`src/rtl/fft_out_reorder_pkg.sv`:
```
// -----------------------------------------------------------------------------
// fft_out_reorder_pkg
// Shared constants and types for the FFT output reorder stage.
//   - FFT_DATA_W / FFT_N / FFT_LOG_N : default frame geometry
//   - bank_state_e                   : life cycle of one ping-pong bank
//   - bank_writable / bank_readable  : state decode helpers
//   - sat_inc16                      : saturating 16-bit increment
// -----------------------------------------------------------------------------
package fft_out_reorder_pkg;

  localparam int FFT_DATA_W = 34;
  localparam int FFT_N      = 16;
  localparam int FFT_LOG_N  = 4;
  localparam int DROP_CNT_W = 16;

  // A bank moves EMPTY -> FILLING -> FULL -> DRAINING -> EMPTY.
  typedef enum logic [1:0] {
    BANK_EMPTY    = 2'd0,
    BANK_FILLING  = 2'd1,
    BANK_FULL     = 2'd2,
    BANK_DRAINING = 2'd3
  } bank_state_e;

  // A bank may take writes until it holds a complete frame.
  function automatic logic bank_writable(input bank_state_e s);
    case (s)
      BANK_EMPTY, BANK_FILLING: return 1'b1;
      default:                  return 1'b0;
    endcase
  endfunction

  // A bank may be read once it holds a complete frame.
  function automatic logic bank_readable(input bank_state_e s);
    case (s)
      BANK_FULL, BANK_DRAINING: return 1'b1;
      default:                  return 1'b0;
    endcase
  endfunction

  // Counter that sticks at all-ones instead of wrapping.
  function automatic logic [DROP_CNT_W-1:0] sat_inc16(input logic [DROP_CNT_W-1:0] v);
    if (v == 16'hFFFF) begin
      return v;
    end else begin
      return v + 16'd1;
    end
  endfunction

endpackage

```
`src/rtl/fft_reorder_bank.sv`:
```
// -----------------------------------------------------------------------------
// fft_reorder_bank
// One half of the ping-pong reorder buffer: an N x DATA_W flop array written
// at the bit-reversed position of the incoming sample count and read at the
// natural bin index, plus the bank life-cycle state.
// Ports:
//   clk, rst     : clock, asynchronous active-high reset (state only)
//   i_wr_en      : store i_wr_data this cycle (only issued while writable)
//   i_wr_cnt     : arrival index within the frame (natural count)
//   i_wr_data    : sample to store
//   i_rd_en      : current bin consumed this cycle (only issued while readable)
//   i_rd_cnt     : natural bin index presented on o_rd_data
//   o_rd_data    : combinational read of bin i_rd_cnt
//   o_state      : bank life-cycle state
// -----------------------------------------------------------------------------
module fft_reorder_bank
  import fft_out_reorder_pkg::*;
#(
  parameter int DATA_W = FFT_DATA_W,
  parameter int N      = FFT_N,
  parameter int LOG_N  = FFT_LOG_N
) (
  input  logic              clk,
  input  logic              rst,
  input  logic              i_wr_en,
  input  logic [LOG_N-1:0]  i_wr_cnt,
  input  logic [DATA_W-1:0] i_wr_data,
  input  logic              i_rd_en,
  input  logic [LOG_N-1:0]  i_rd_cnt,
  output logic [DATA_W-1:0] o_rd_data,
  output bank_state_e       o_state
);

  localparam logic [LOG_N-1:0] LAST_IDX = LOG_N'(N - 1);

  logic [LOG_N-1:0]  w_wr_addr;
  logic [DATA_W-1:0] r_mem [N];
  bank_state_e       r_state;

  // Arrival k of a bit-reversed stream belongs at bin bitrev(k).
  for (genvar g = 0; g < LOG_N; g++) begin : g_bitrev
    assign w_wr_addr[g] = i_wr_cnt[LOG_N-1-g];
  end

  // Sample storage; contents need no reset since reads are gated by state.
  always_ff @(posedge clk) begin
    if (i_wr_en) begin
      r_mem[w_wr_addr] <= i_wr_data;
    end
  end

  assign o_rd_data = r_mem[i_rd_cnt];

  // Bank life cycle: the last write of a frame marks it FULL, the last read frees it.
  always_ff @(posedge clk or posedge rst) begin
    if (rst) begin
      r_state <= BANK_EMPTY;
    end else begin
      case (r_state)
        BANK_EMPTY, BANK_FILLING: begin
          if (i_wr_en) begin
            r_state <= (i_wr_cnt == LAST_IDX) ? BANK_FULL : BANK_FILLING;
          end
        end
        BANK_FULL, BANK_DRAINING: begin
          if (i_rd_en) begin
            r_state <= (i_rd_cnt == LAST_IDX) ? BANK_EMPTY : BANK_DRAINING;
          end
        end
        default: r_state <= BANK_EMPTY;
      endcase
    end
  end

  assign o_state = r_state;

endmodule

```
`src/rtl/fft_out_reorder.sv`:
```
// -----------------------------------------------------------------------------
// fft_out_reorder
// Reorders the serial FFT result stream (bit-reversed bin order) into natural
// bin order using two ping-pong banks: one fills while the other drains.
// Ports:
//   clk, rst   : clock, asynchronous active-high reset
//   in_valid   : in_data holds a sample
//   in_ready   : current write bank can take a sample
//   in_data    : sample {re[16:0], im[16:0]} in bit-reversed order
//   out_valid  : out_data holds a sample
//   out_ready  : consumer takes out_data
//   out_data   : sample in natural bin order (zero while out_valid is low)
//   out_last   : marks bin N-1 of each frame
//   ovf        : sticky, a sample was offered while in_ready was low
//   drop_cnt   : saturating count of dropped samples
// Configuration macro:
//   FFT_REORDER_STATS_EN : adds the drop_cnt port and its counter.
// -----------------------------------------------------------------------------
module fft_out_reorder
  import fft_out_reorder_pkg::*;
#(
  parameter int DATA_W = FFT_DATA_W,
  parameter int N      = FFT_N,
  parameter int LOG_N  = FFT_LOG_N
) (
  input  logic              clk,
  input  logic              rst,
  input  logic              in_valid,
  output logic              in_ready,
  input  logic [DATA_W-1:0] in_data,
  output logic              out_valid,
  input  logic              out_ready,
  output logic [DATA_W-1:0] out_data,
  output logic              out_last,
  output logic              ovf
`ifdef FFT_REORDER_STATS_EN
  ,
  output logic [DROP_CNT_W-1:0] drop_cnt
`endif
);

  localparam logic [LOG_N-1:0] LAST_IDX = LOG_N'(N - 1);

  logic              r_wr_bank;
  logic              r_rd_bank;
  logic [LOG_N-1:0]  r_wr_cnt;
  logic [LOG_N-1:0]  r_rd_cnt;
  logic              r_ovf;

  bank_state_e       w_state   [2];
  logic [DATA_W-1:0] w_rd_data [2];
  logic              w_wr_fire;
  logic              w_rd_fire;
  logic              w_drop;

  assign in_ready  = bank_writable(w_state[r_wr_bank]);
  assign out_valid = bank_readable(w_state[r_rd_bank]);
  assign w_wr_fire = in_valid && in_ready;
  assign w_rd_fire = out_valid && out_ready;
  assign w_drop    = in_valid && !in_ready;

  for (genvar b = 0; b < 2; b++) begin : g_bank
    fft_reorder_bank #(
      .DATA_W (DATA_W),
      .N      (N),
      .LOG_N  (LOG_N)
    ) u_bank (
      .clk       (clk),
      .rst       (rst),
      .i_wr_en   (w_wr_fire && (r_wr_bank == 1'(b))),
      .i_wr_cnt  (r_wr_cnt),
      .i_wr_data (in_data),
      .i_rd_en   (w_rd_fire && (r_rd_bank == 1'(b))),
      .i_rd_cnt  (r_rd_cnt),
      .o_rd_data (w_rd_data[b]),
      .o_state   (w_state[b])
    );
  end

  // Hold out_data at zero while nothing is valid so reset and idle look clean.
  always_comb begin
    out_data = '0;
    if (out_valid) begin
      out_data = w_rd_data[r_rd_bank];
    end else begin
      out_data = '0;
    end
  end

  assign out_last = out_valid && (r_rd_cnt == LAST_IDX);

  // Write side: count arrivals and hand over to the other bank after a full frame.
  always_ff @(posedge clk or posedge rst) begin
    if (rst) begin
      r_wr_cnt  <= '0;
      r_wr_bank <= 1'b0;
    end else if (w_wr_fire) begin
      r_wr_cnt <= r_wr_cnt + LOG_N'(1);
      if (r_wr_cnt == LAST_IDX) begin
        r_wr_bank <= ~r_wr_bank;
      end
    end
  end

  // Read side: walk bins in natural order and move on once the frame is drained.
  always_ff @(posedge clk or posedge rst) begin
    if (rst) begin
      r_rd_cnt  <= '0;
      r_rd_bank <= 1'b0;
    end else if (w_rd_fire) begin
      r_rd_cnt <= r_rd_cnt + LOG_N'(1);
      if (r_rd_cnt == LAST_IDX) begin
        r_rd_bank <= ~r_rd_bank;
      end
    end
  end

  // Overflow flag stays set until reset so software can see a drop happened.
  always_ff @(posedge clk or posedge rst) begin
    if (rst) begin
      r_ovf <= 1'b0;
    end else if (w_drop) begin
      r_ovf <= 1'b1;
    end
  end

  assign ovf = r_ovf;

`ifdef FFT_REORDER_STATS_EN
  logic [DROP_CNT_W-1:0] r_drop_cnt;

  // Count every offered-but-refused sample, saturating rather than wrapping.
  always_ff @(posedge clk or posedge rst) begin
    if (rst) begin
      r_drop_cnt <= 16'h0000;
    end else if (w_drop) begin
      r_drop_cnt <= sat_inc16(r_drop_cnt);
    end
  end

  assign drop_cnt = r_drop_cnt;
`endif

endmodule

```
`config.mk`:
```
export PLATFORM = sky130hd
export DESIGN_NAME = fft_out_reorder
export DESIGN_NICKNAME = d
export VERILOG_FILES = /design/src/rtl/fft_out_reorder_pkg.sv /design/src/rtl/fft_reorder_bank.sv /design/src/rtl/fft_out_reorder.sv
export SDC_FILE = /design/constraint.sdc
export NUM_CORES = 1
export LEC_CHECK = 0
export ABC_AREA = 1
export BUFFER_PORTS_ARGS = -buffer_cell sky130_fd_sc_hd__buf_2
export CORE_MARGIN = 2
export CORE_UTILIZATION = 32
export DETAILED_ROUTE_END_ITERATION = 6
export GPL_TIMING_DRIVEN = 0
export PLACE_DENSITY = 0.6
export SYNTH_ARGS = -nofsm -noshare
export SYNTH_HDL_FRONTEND = slang
export SYNTH_SLANG_ARGS = --single-unit
```
`constraint.sdc`:
```
create_clock -name clk -period 3.5 [get_ports clk]
set_input_delay 0.7 -clock clk [delete_from_list [all_inputs] [get_ports clk]]
set_output_delay 0.7 -clock clk [all_outputs]
set_load 0.01 [all_outputs]
```
# Yosys cells after proc, flatten, opt, wreduce, memory -nomap -nowiden
# Memory sizes are Yosys's and may differ from the RTL's.
# Cells that the tools add are included.
[word_totals]
ff_bits = 15
mem_bits_rw = 1088
in_bits = 38
output_inout_bits = 38
word_cells = 78
mem_count = 2
[mem_list]
columns = ["name", "words", "width", "rd", "rd_clocked_by_memory_dff", "wr", "line", "source"]
rows = [
  ["g_bank[0].u_bank.r_mem", 16, 34, 1, 0, 1, "fft_reorder_bank.sv:37", "logic [DATA_W-1:0] r_mem [N];"],
  ["g_bank[1].u_bank.r_mem", 16, 34, 1, 0, 1, "fft_reorder_bank.sv:37", ""],
]
[classes]
add_sub_neg = 2
order_cmp = 2
eq_ne = 15
mux = 24
bitwise = 4
reduce_logical = 22
[ops]
columns = ["cell", "count"]
rows = [
  ["34-bit 2-to-1 mux", 4],
  ["2-bit 2-to-1 mux", 12],
  ["2-bit equality test, second input constant", 6],
  ["2-bit OR reduction", 6],
  ["4-bit by 1-bit adder with 4-bit output, second input constant", 2],
  ["4-bit equality test, second input constant", 2],
  ["1-bit logical AND", 8],
  ["2-bit by 1-bit != test with 1-bit output, second input constant", 4],
  ["2-bit case mux with 2 select lines", 2],
  ["2-bit AND reduction", 4],
  ["2-bit by 1-bit equality test with 1-bit output, second input constant", 3],
  ["2-bit logical NOT", 3],
  ["1-bit 2-to-1 mux", 6],
  ["2-bit greater-or-equal comparator, second input constant", 2],
  ["1-bit NOT with 2-bit output", 2],
  ["1-bit NOT", 2],
  ["1-bit logical NOT", 1],
]

# Longest topological paths before layout
# Gate-level depths: netlist (run 1).
[logic_depth]
ltp_word = 11
ltp_mapped = 12
mapped_depth_nobuf = 9

# Hierarchy
# From an unflattened synthesis (run 1), not the netlist that was laid out.
[hier_totals]
cells_unflattened = 4731
area_unflattened_um2 = 47963.5
[by_module_without_submodules]
columns = ["module", "n_inst", "cells_per_inst", "area_each_um2", "seq_area_each_um2"]
rows = [
  ["fft_reorder_bank (g_bank[0].u_bank)", 1, 2232, 23311.1, 16385.7],
  ["fft_reorder_bank (g_bank[1].u_bank)", 1, 2231, 23307.4, 16385.7],
  ["fft_out_reorder", 1, 268, 1345.0, 275.3],
]

# Worst setup path before layout (run 1)
# No wires, ideal clock.
[synth_timing]
kind = "input to register"
from = "in in_valid"
to = "mem g_bank[0].u_bank.r_mem[11][0] (netlist name), enable pin"
setup_ns = 0.467
arrival_time_ns = 3.505
t_required_ns = 3.033
setup_slack_ns = -0.472
stages = 4
n_path_buf = 0
path_cell_list = "inv_1 -> nor2_2 -> nand2_1 -> nor3_1"
[synth_between]
elab_chain_cells = 4
[synth_lines]
columns = ["element", "line", "source"]
rows = [
  ["start, declared", "fft_out_reorder.sv:28", "input logic in_valid,"],
  ["1-bit logical AND", "fft_out_reorder.sv:58", "assign w_wr_fire = in_valid && in_ready;"],
  ["1-bit logical AND", "fft_out_reorder.sv:70", ".i_wr_en (w_wr_fire && (r_wr_bank == 1'(b))),"],
  ["1-bit 2-to-1 mux", "fft_reorder_bank.sv:47", "if (i_wr_en) begin"],
  ["1-bit 2-to-1 mux (not written as such)", "fft_reorder_bank.sv:48", "r_mem[w_wr_addr] <= i_wr_data;"],
  ["end, declared", "fft_reorder_bank.sv:37", ""],
]
# Every way passes these cells.

# Final worst setup path (run 1)
[layout_timing]
from = "reg r_rd_cnt[0]"
to = "out out_data[22]"
[layout_between]
elab_chain_cells = 5
elab_cells_between_ends = 6
classes_between = "mux (4); memory (2)"
[layout_lines]
columns = ["element", "line", "source"]
rows = [
  ["start, declared", "fft_out_reorder.sv:47", "logic [LOG_N-1:0] r_rd_cnt;"],
  ["start signal, assigned", "fft_out_reorder.sv:111", "r_rd_cnt <= r_rd_cnt + LOG_N'(1);"],
  ["memory 16 x 34 bit", "--", ""],
  ["34-bit 2-to-1 mux (not written as such) * (3 in a row)", "fft_out_reorder.sv:84", "out_data = w_rd_data[r_rd_bank];"],
  ["34-bit 2-to-1 mux *", "fft_out_reorder.sv:83", "if (out_valid) begin"],
  ["end, declared", "fft_out_reorder.sv:33", "output logic [DATA_W-1:0] out_data,"],
]
# Mark *: on every way between the ends. The rest lies on a longest branch, timed or not. The select of a mux whose other input is x is not followed.

==> results of run 1 <==
cells in the final DEF (no fill, tap or decap), types with 45 or more instances in the layout:
cell       netlist  routed
nor2_1         269     216
nand2_1       1209    1164
nand2_2          0      45
buf_2          111      94
clkbuf_16        0     119
edfxtp_1      1088    1088
a21oi_1        102      66
buf_4           31      56
nor2_4           0      53
buf_6            4      75
nand3_1        689     664
o21ai_0         49      49
stage by stage:
stage               worst slack, ps  hold WS [ps]  cells
floorplan                    -472.3         511.7   3726
global placement              -3186         455.3   5595
detailed placement           -285.8         465.2   5640
CTS                          -21.09         69.59   5848
global route                 -105.3         114.7   5854
finish                        9.564         88.18   5855
path summary, 6_finish.rpt:
path,from,end,slack [ps]
hold reg to reg,ovf,ovf,480
min in group clk,in_valid,ovf,310
setup / recovery,r_rd_cnt[0],out_data[22],10
max in group asynchronous,rst,r_rd_cnt[1],2950
hold / removal,rst,ovf,90
setup reg to reg,g_bank[1].u_bank.o_state[1],g_bank[1].u_bank.r_mem[6][11],110
final cells by class:
| class | instances | area, µm² | share of cell area (%) |
|---|---|---|---|
| timing repair buffer | 129 | 1474 | 2.769 |
| clock buffer | 134 | 2885 | 5.420 |
| clock inverter | 72 | 526.8 | 0.9895 |
| buffer | 229 | 1981 | 3.721 |
| antenna | 1 | 2.502 | 0.004701 |
| sequential | 1101 | 33000 | 61.99 |
| inverter | 24 | 108.9 | 0.2045 |
| multi-input combinational | 2371 | 11010 | 20.69 |
| tap | 1794 | 2245 | 4.217 |
cell families (layout without fill, tap and decap cells):
family                     after synthesis  after routing  synth area share, %
AOI/OAI and AO/OA                      183            183                2.085
xor gates and xnor gates                 6              6               0.1185
adders and majority gates                5              5               0.1411
buffers and inverters                  254            588                2.825
DFF                                   1101           1101                74.42
other                                    0              1                    0
and+or+nand+nor                       2177           2177                20.41
where the power goes:
part	switching, W	internal (W)	leakage [nW]
clock network	0.00498	0.00636	1.68
logic	0.0130	0.00602	7.23
registers	0.000135	0.0150	9.93
total	0.0181	0.0274	18.8
state kept, by name, summed over array words and instances (netlist names):
name and count:
r_wr_cnt 4, g_bank.u_bank.r_mem 1088, g_bank.u_bank.o_state 2, r_rd_bank 1
r_rd_cnt 4, r_wr_bank 1, ovf 1
timing repair:
item / CTS / global route
setup buffers: 1 / 0
endpoints found under the setup margin: 34 / 49
resized for setup: 303 / 214
cloned: 1 / 7
pin swaps: 27 / 31
metal layers:
layer	up-vias	wire length, µm	part of all wire (%)	global-route usage [%]
met5	-	13	0.0099	0
met4	2	3575	2.7	5.457
met3	195	10360	7.9	2.939
met2	1233	60080	46	28.17
met1	14728	56650	43	25.46
li1	13561	-	-	-
==> impl_metrics.json, run 1 <==
{
  "status": "finished clean",
  "fin_skew_ps": 26.45,
  "drv_cap": 0,
  "routed_wl_mm": 130.7,
  "fin_crit_sh_pct": 99.73,
  "cts_root_buf": "clkbuf_16",
  "vias": 29719,
  "dp_hpwl_mm": 88.90,
  "cp_slowest_cell": "dfrtp_1",
  "place_area_um2": 47980,
  "grt_pass1_vias": 27954,
  "ant_nets": 0,
  "rsz0062_at_grt": "true",
  "yosysMostFrequentCell": "nand2_1",
  "post-route-util_pct": 38.72,
  "clk_latency_ps": 690,
  "clk_path_buf_depth": 3,
  "overflow": 0,
  "cp_cell_sequence": "buf_12, inv_16, buf_16, buf_12, buf_12, nand2_1, nand3_1, nand2_1, a21oi_2, a21oi_4, nor2_4, buf_6",
  "slew_viol_final": 0,
  "reg2regPathDepth": 7,
  "yosys_warnings": 0,
  "synthTopCellsByCount": "nand2_1, edfxtp_1, nand3_1",
  "die_x_um": 376.2,
  "cp_num_buf_inv": 6,
  "ioPinCount": 76,
  "async_flop_share_pct": 1.181,
  "ys_types": 25,
  "critPathLaunchType": "flop",
  "path_delay_family": "buffers and inverters",
  "avgSynthCellArea_um2": 11.90,
  "postLayoutCellArea_um2": 53230,
  "end_kind": "primary output",
  "arrival_ps": 2790,
  "finalSetupTns_ps": 0,
  "grt_first_pass_wirelength_mm": 187.9,
  "criticalPathCategory": "flop to primary output",
  "ys.flop_type": "edfxtp_1",
  "synth_edf_count": 1088,
  "grt_max_degree": 33,
  "cts_buffers": 112,
  "cts_max_level": 3,
  "ir_worst_vdd_mv": 0.4980,
  "port_buffers": 75,
  "cpPeakStageDelay_ps": 420,
  "syn_inst": 3726,
  "path_max_fanout": 10,
  "cts_tree": "done",
  "first_iter_violations": 3484,
  "fin_crit_ps": 3490,
  "cpMostUsedCell": "buf_12",
  "syn-cell-area_um2": 44340,
  "setup_viol": 0,
  "yosysTopAreaCell": "edfxtp_1",
  "grt_antenna_before_repair": 1,
  "fin_nets": 4011,
  "start_util_pct": 32.25,
  "power.leakage_nw": 18.84,
  "worst_slew_pin_slew_ps": 1183,
  "slew-limit-headroom_pct": 21.16,
  "drc_errors": 0,
  "yosysSeqAreaShare_pct": 74.42,
  "clock_sinks": 1101,
  "hold_path_class": "input pin to asynchronous set/reset pin",
  "synthTopCellsByArea": "edfxtp_1, nand2_1, nand3_1",
  "timing.fmax_ghz": 0.2865,
  "grt.total_usage_pct": 17.93,
  "p_total_w": 0.04548,
  "syn-num-nets": 3769,
  "cts_hold_buffers": 0,
  "die_y_um": 376.2,
  "coreArea_um2": 137500,
  "drtPass1Iterations": 6,
  "synth_top_area_share_pct": 73.68,
  "gp_congestion": 0.8588,
  "area_growth_syn_to_layout_pct": 20.05,
  "row_count": 136,
  "nFillCells": 12930,
  "cts.clk_slew.worst_paths_ps": 60,
  "drive_gt1_share_pct": 16.31,
  "viasPerCell": 5.076,
  "hold_viol": 0,
  "worstPathRequired_ps": 2800,
  "ys_ff_latch": 1101,
  "path_depth": 12,
  "dieArea_um2": 141600,
  "routedWlPerCell_um": 22.32,
  "power_density_nw_per_um2": 854.4
}
Note: power is estimated with default switching activity, not from simulation.
==> run 2: changes to the inputs <==
Settings changed: CTS_BUF_LIST set to sky130_fd_sc_hd__clkbuf_16.
==> run 2 against run 1 <==
The run now ends with setup timing left; register-to-register slack about the same; design area about the same; hold slack got worse by 2.5 ps; die area unchanged; cell count unchanged; non-clock buffer count unchanged; flip-flop and latch count unchanged; setup slack got worse by 32 ps; sequential share of layout area increased by 0.057 points; clock skew decreased by 1.1 ps; largest cell class unchanged; highest routed layer unchanged.
==> impl_metrics.json, run 2 (same netlist as run 1, synthesis figures left out) <==
{
  "routedWlPerCell_um": 22.26,
  "hold_viol": 0,
  "cts_tree": "done",
  "dp_hpwl_mm": 88.90,
  "layout_commonest_cell": "nand2_1",
  "grt_pass1_vias": 27951,
  "area_growth_syn_to_layout_pct": 19.94,
  "clk_latency_ps": 690,
  "cts_buffers": 112,
  "fin_crit_sh_pct": 100.6,
  "die_y_um": 376.2,
  "cts_max_level": 3,
  "overflow": 0,
  "violations": "setup timing",
  "criticalPathCategory": "flop to primary output",
  "ir_worst_vdd_mv": 0.4946,
  "die_x_um": 376.2,
  "routed_wl_mm": 130.3,
  "slew_viol_final": 0,
  "drc_errors": 0,
  "nFillCells": 12933,
  "port_buffers": 75,
  "drv_cap": 0,
  "clkPwrFrac_pct": 24.9,
  "largest_reg_flops": 1088,
  "switchingPower_w": 0.01808,
  "grt.total_usage_pct": 17.93,
  "gp_congestion": 0.8588,
  "power_density_nw_per_um2": 852.3,
  "arrival_ps": 2820,
  "drive_gt1_share_pct": 16.21,
  "end_kind": "primary output",
  "rsz0062_at_grt": "true",
  "timing.fmax_ghz": 0.2839,
  "setup_viol": 3,
  "grt_first_pass_wirelength_mm": 187.9,
  "clock_sinks": 1101,
  "drtPass1Iterations": 7,
  "ant_nets": 0,
  "viasPerCell": 5.076,
  "grt_max_degree": 33,
  "start_util_pct": 32.25,
  "clk_path_buf_depth": 3,
  "worst_slew_pin_slew_ps": 1171,
  "regMostFlops": "g_bank.u_bank.r_mem",
  "ioPinCount": 76,
  "fin_crit_ps": 3522,
  "path_max_fanout": 8,
  "fin_skew_ps": 25.37,
  "vias": 29718,
  "seqPwrFrac_pct": 33.3,
  "timing.final.ws_setup_ps": -22.10,
  "p_comb_share_pct": 41.8,
  "top_regs": "g_bank.u_bank.r_mem: 1088 flops, r_rd_cnt: 4 flops, r_wr_cnt: 4 flops",
  "first_iter_violations": 3469,
  "multiInputGateArea_um2": 10980,
  "slew-limit-headroom_pct": 21.90,
  "hold_path_class": "input pin to asynchronous set/reset pin",
  "swShare_pct": 39.89,
  "row_count": 136,
  "dieArea_um2": 141600,
  "status": "finished, violations left",
  "finalSetupTns_ps": -36.31,
  "grt_antenna_before_repair": 1,
  "worstPathRequired_ps": 2800,
  "fin_nets": 4011,
  "pre_cts_ws_ps": -285.8,
  "critPathLaunchType": "flop",
  "p_int_w": 0.02725,
  "power.leakage_nw": 18.92,
  "regArea_um2": 33000,
  "p_total_w": 0.04533,
  "mostFrequentLayoutCells": "nand2_1, edfxtp_1, nand3_1, nor2_1, clkbuf_16",
  "cts_root_buf": "clkbuf_16",
  "cts.clk_slew.worst_paths_ps": 60,
  "coreArea_um2": 137500
}
[run 2: cell types whose count changed in the layout (fill, tap and decap cells not counted), sizes merged]
cell | before | now
inv | 29 | 50
clkbuf | 203 | 184
buf | 289 | 286
clkinv | 58 | 59
[run 2: through the flow]
stage                     cell area [µm²]  hold WS, ps  cells  utilization [%]
after floorplan                     44340        511.7   3726                -
after global placement              46960        455.3   5595            34.15
after detailed placement            47980        465.2   5640            34.90
after CTS                           52340        69.28   5848            38.07
after global routing                53180        114.3   5854            38.68
final                               53180        85.68   5855            38.68
[run 2: routing by layer]
layer	wire length (µm)	part of all wire, %	vias up	track usage (%)
li1	-	-	13558	-
met1	56590	43	14725	25.46
met2	59720	46	1238	28.17
met3	10480	8.0	195	2.939
met4	3552	2.7	2	5.457
met5	13	0.010	-	0
[run 2: power groups by stage]
| stage | Clock [W] | Sequential, W | Combinational, W |
|---|---|---|---|
| detailed placement | 0 | 0.0154 | 0.0158 |
| global route | 0.0119 | 0.0151 | 0.0203 |
| global placement | 0 | 0.0154 | 0.0155 |
| finish | 0.0113 | 0.0151 | 0.0189 |
| floorplan | 0 | 0.0154 | 0.00902 |
| CTS | 0.0114 | 0.0151 | 0.0175 |
[run 2: worst paths after layout]
kind,start,to,slack (ps),cells after the start
max,r_rd_cnt[0],out_data[23],-20,12
min,rst,ovf,90,2
max reg2reg,g_bank[1].u_bank.o_state[1],g_bank[1].u_bank.r_mem[6][11],120,7
min reg2reg,ovf,ovf,480,1
max in group asynchronous,rst,r_rd_cnt[1],2950,2
min in group clk,in_valid,ovf,310,3
[run 2: critical path, stage by stage (launching register included)]
cell and delay [ps]:
dfrtp_1 420, buf_12 170, clkinv_8 90, buf_16 180, clkbuf_16 200, buf_12 130, nand2_1 60, nand3_1 80
nand2_1 80, a21oi_2 210, a21oi_4 120, nor2_4 230, buf_6 140
[run 2: final cells by class]
type | instances | share of cell area (%)
well taps | 1794 | 4.221
diodes | 1 | 0.004705
clock buffers | 112 | 5.270
repair buffers | 129 | 2.760
clock inverters | 94 | 1.146
flip-flops and latches | 1101 | 62.05
plain buffers | 229 | 3.710
multi-input cells | 2371 | 20.65
inverters | 24 | 0.1976
[run 2: repair_timing]
| action | in CTS | in global routing |
|---|---|---|
| setup endpoints to repair | 34 | 49 |
| pin swaps | 27 | 30 |
| gates cloned | 1 | 7 |
| resized for setup | 303 | 199 |
| setup buffers | 1 | 0 |
| hold buffers | 0 | 0 |
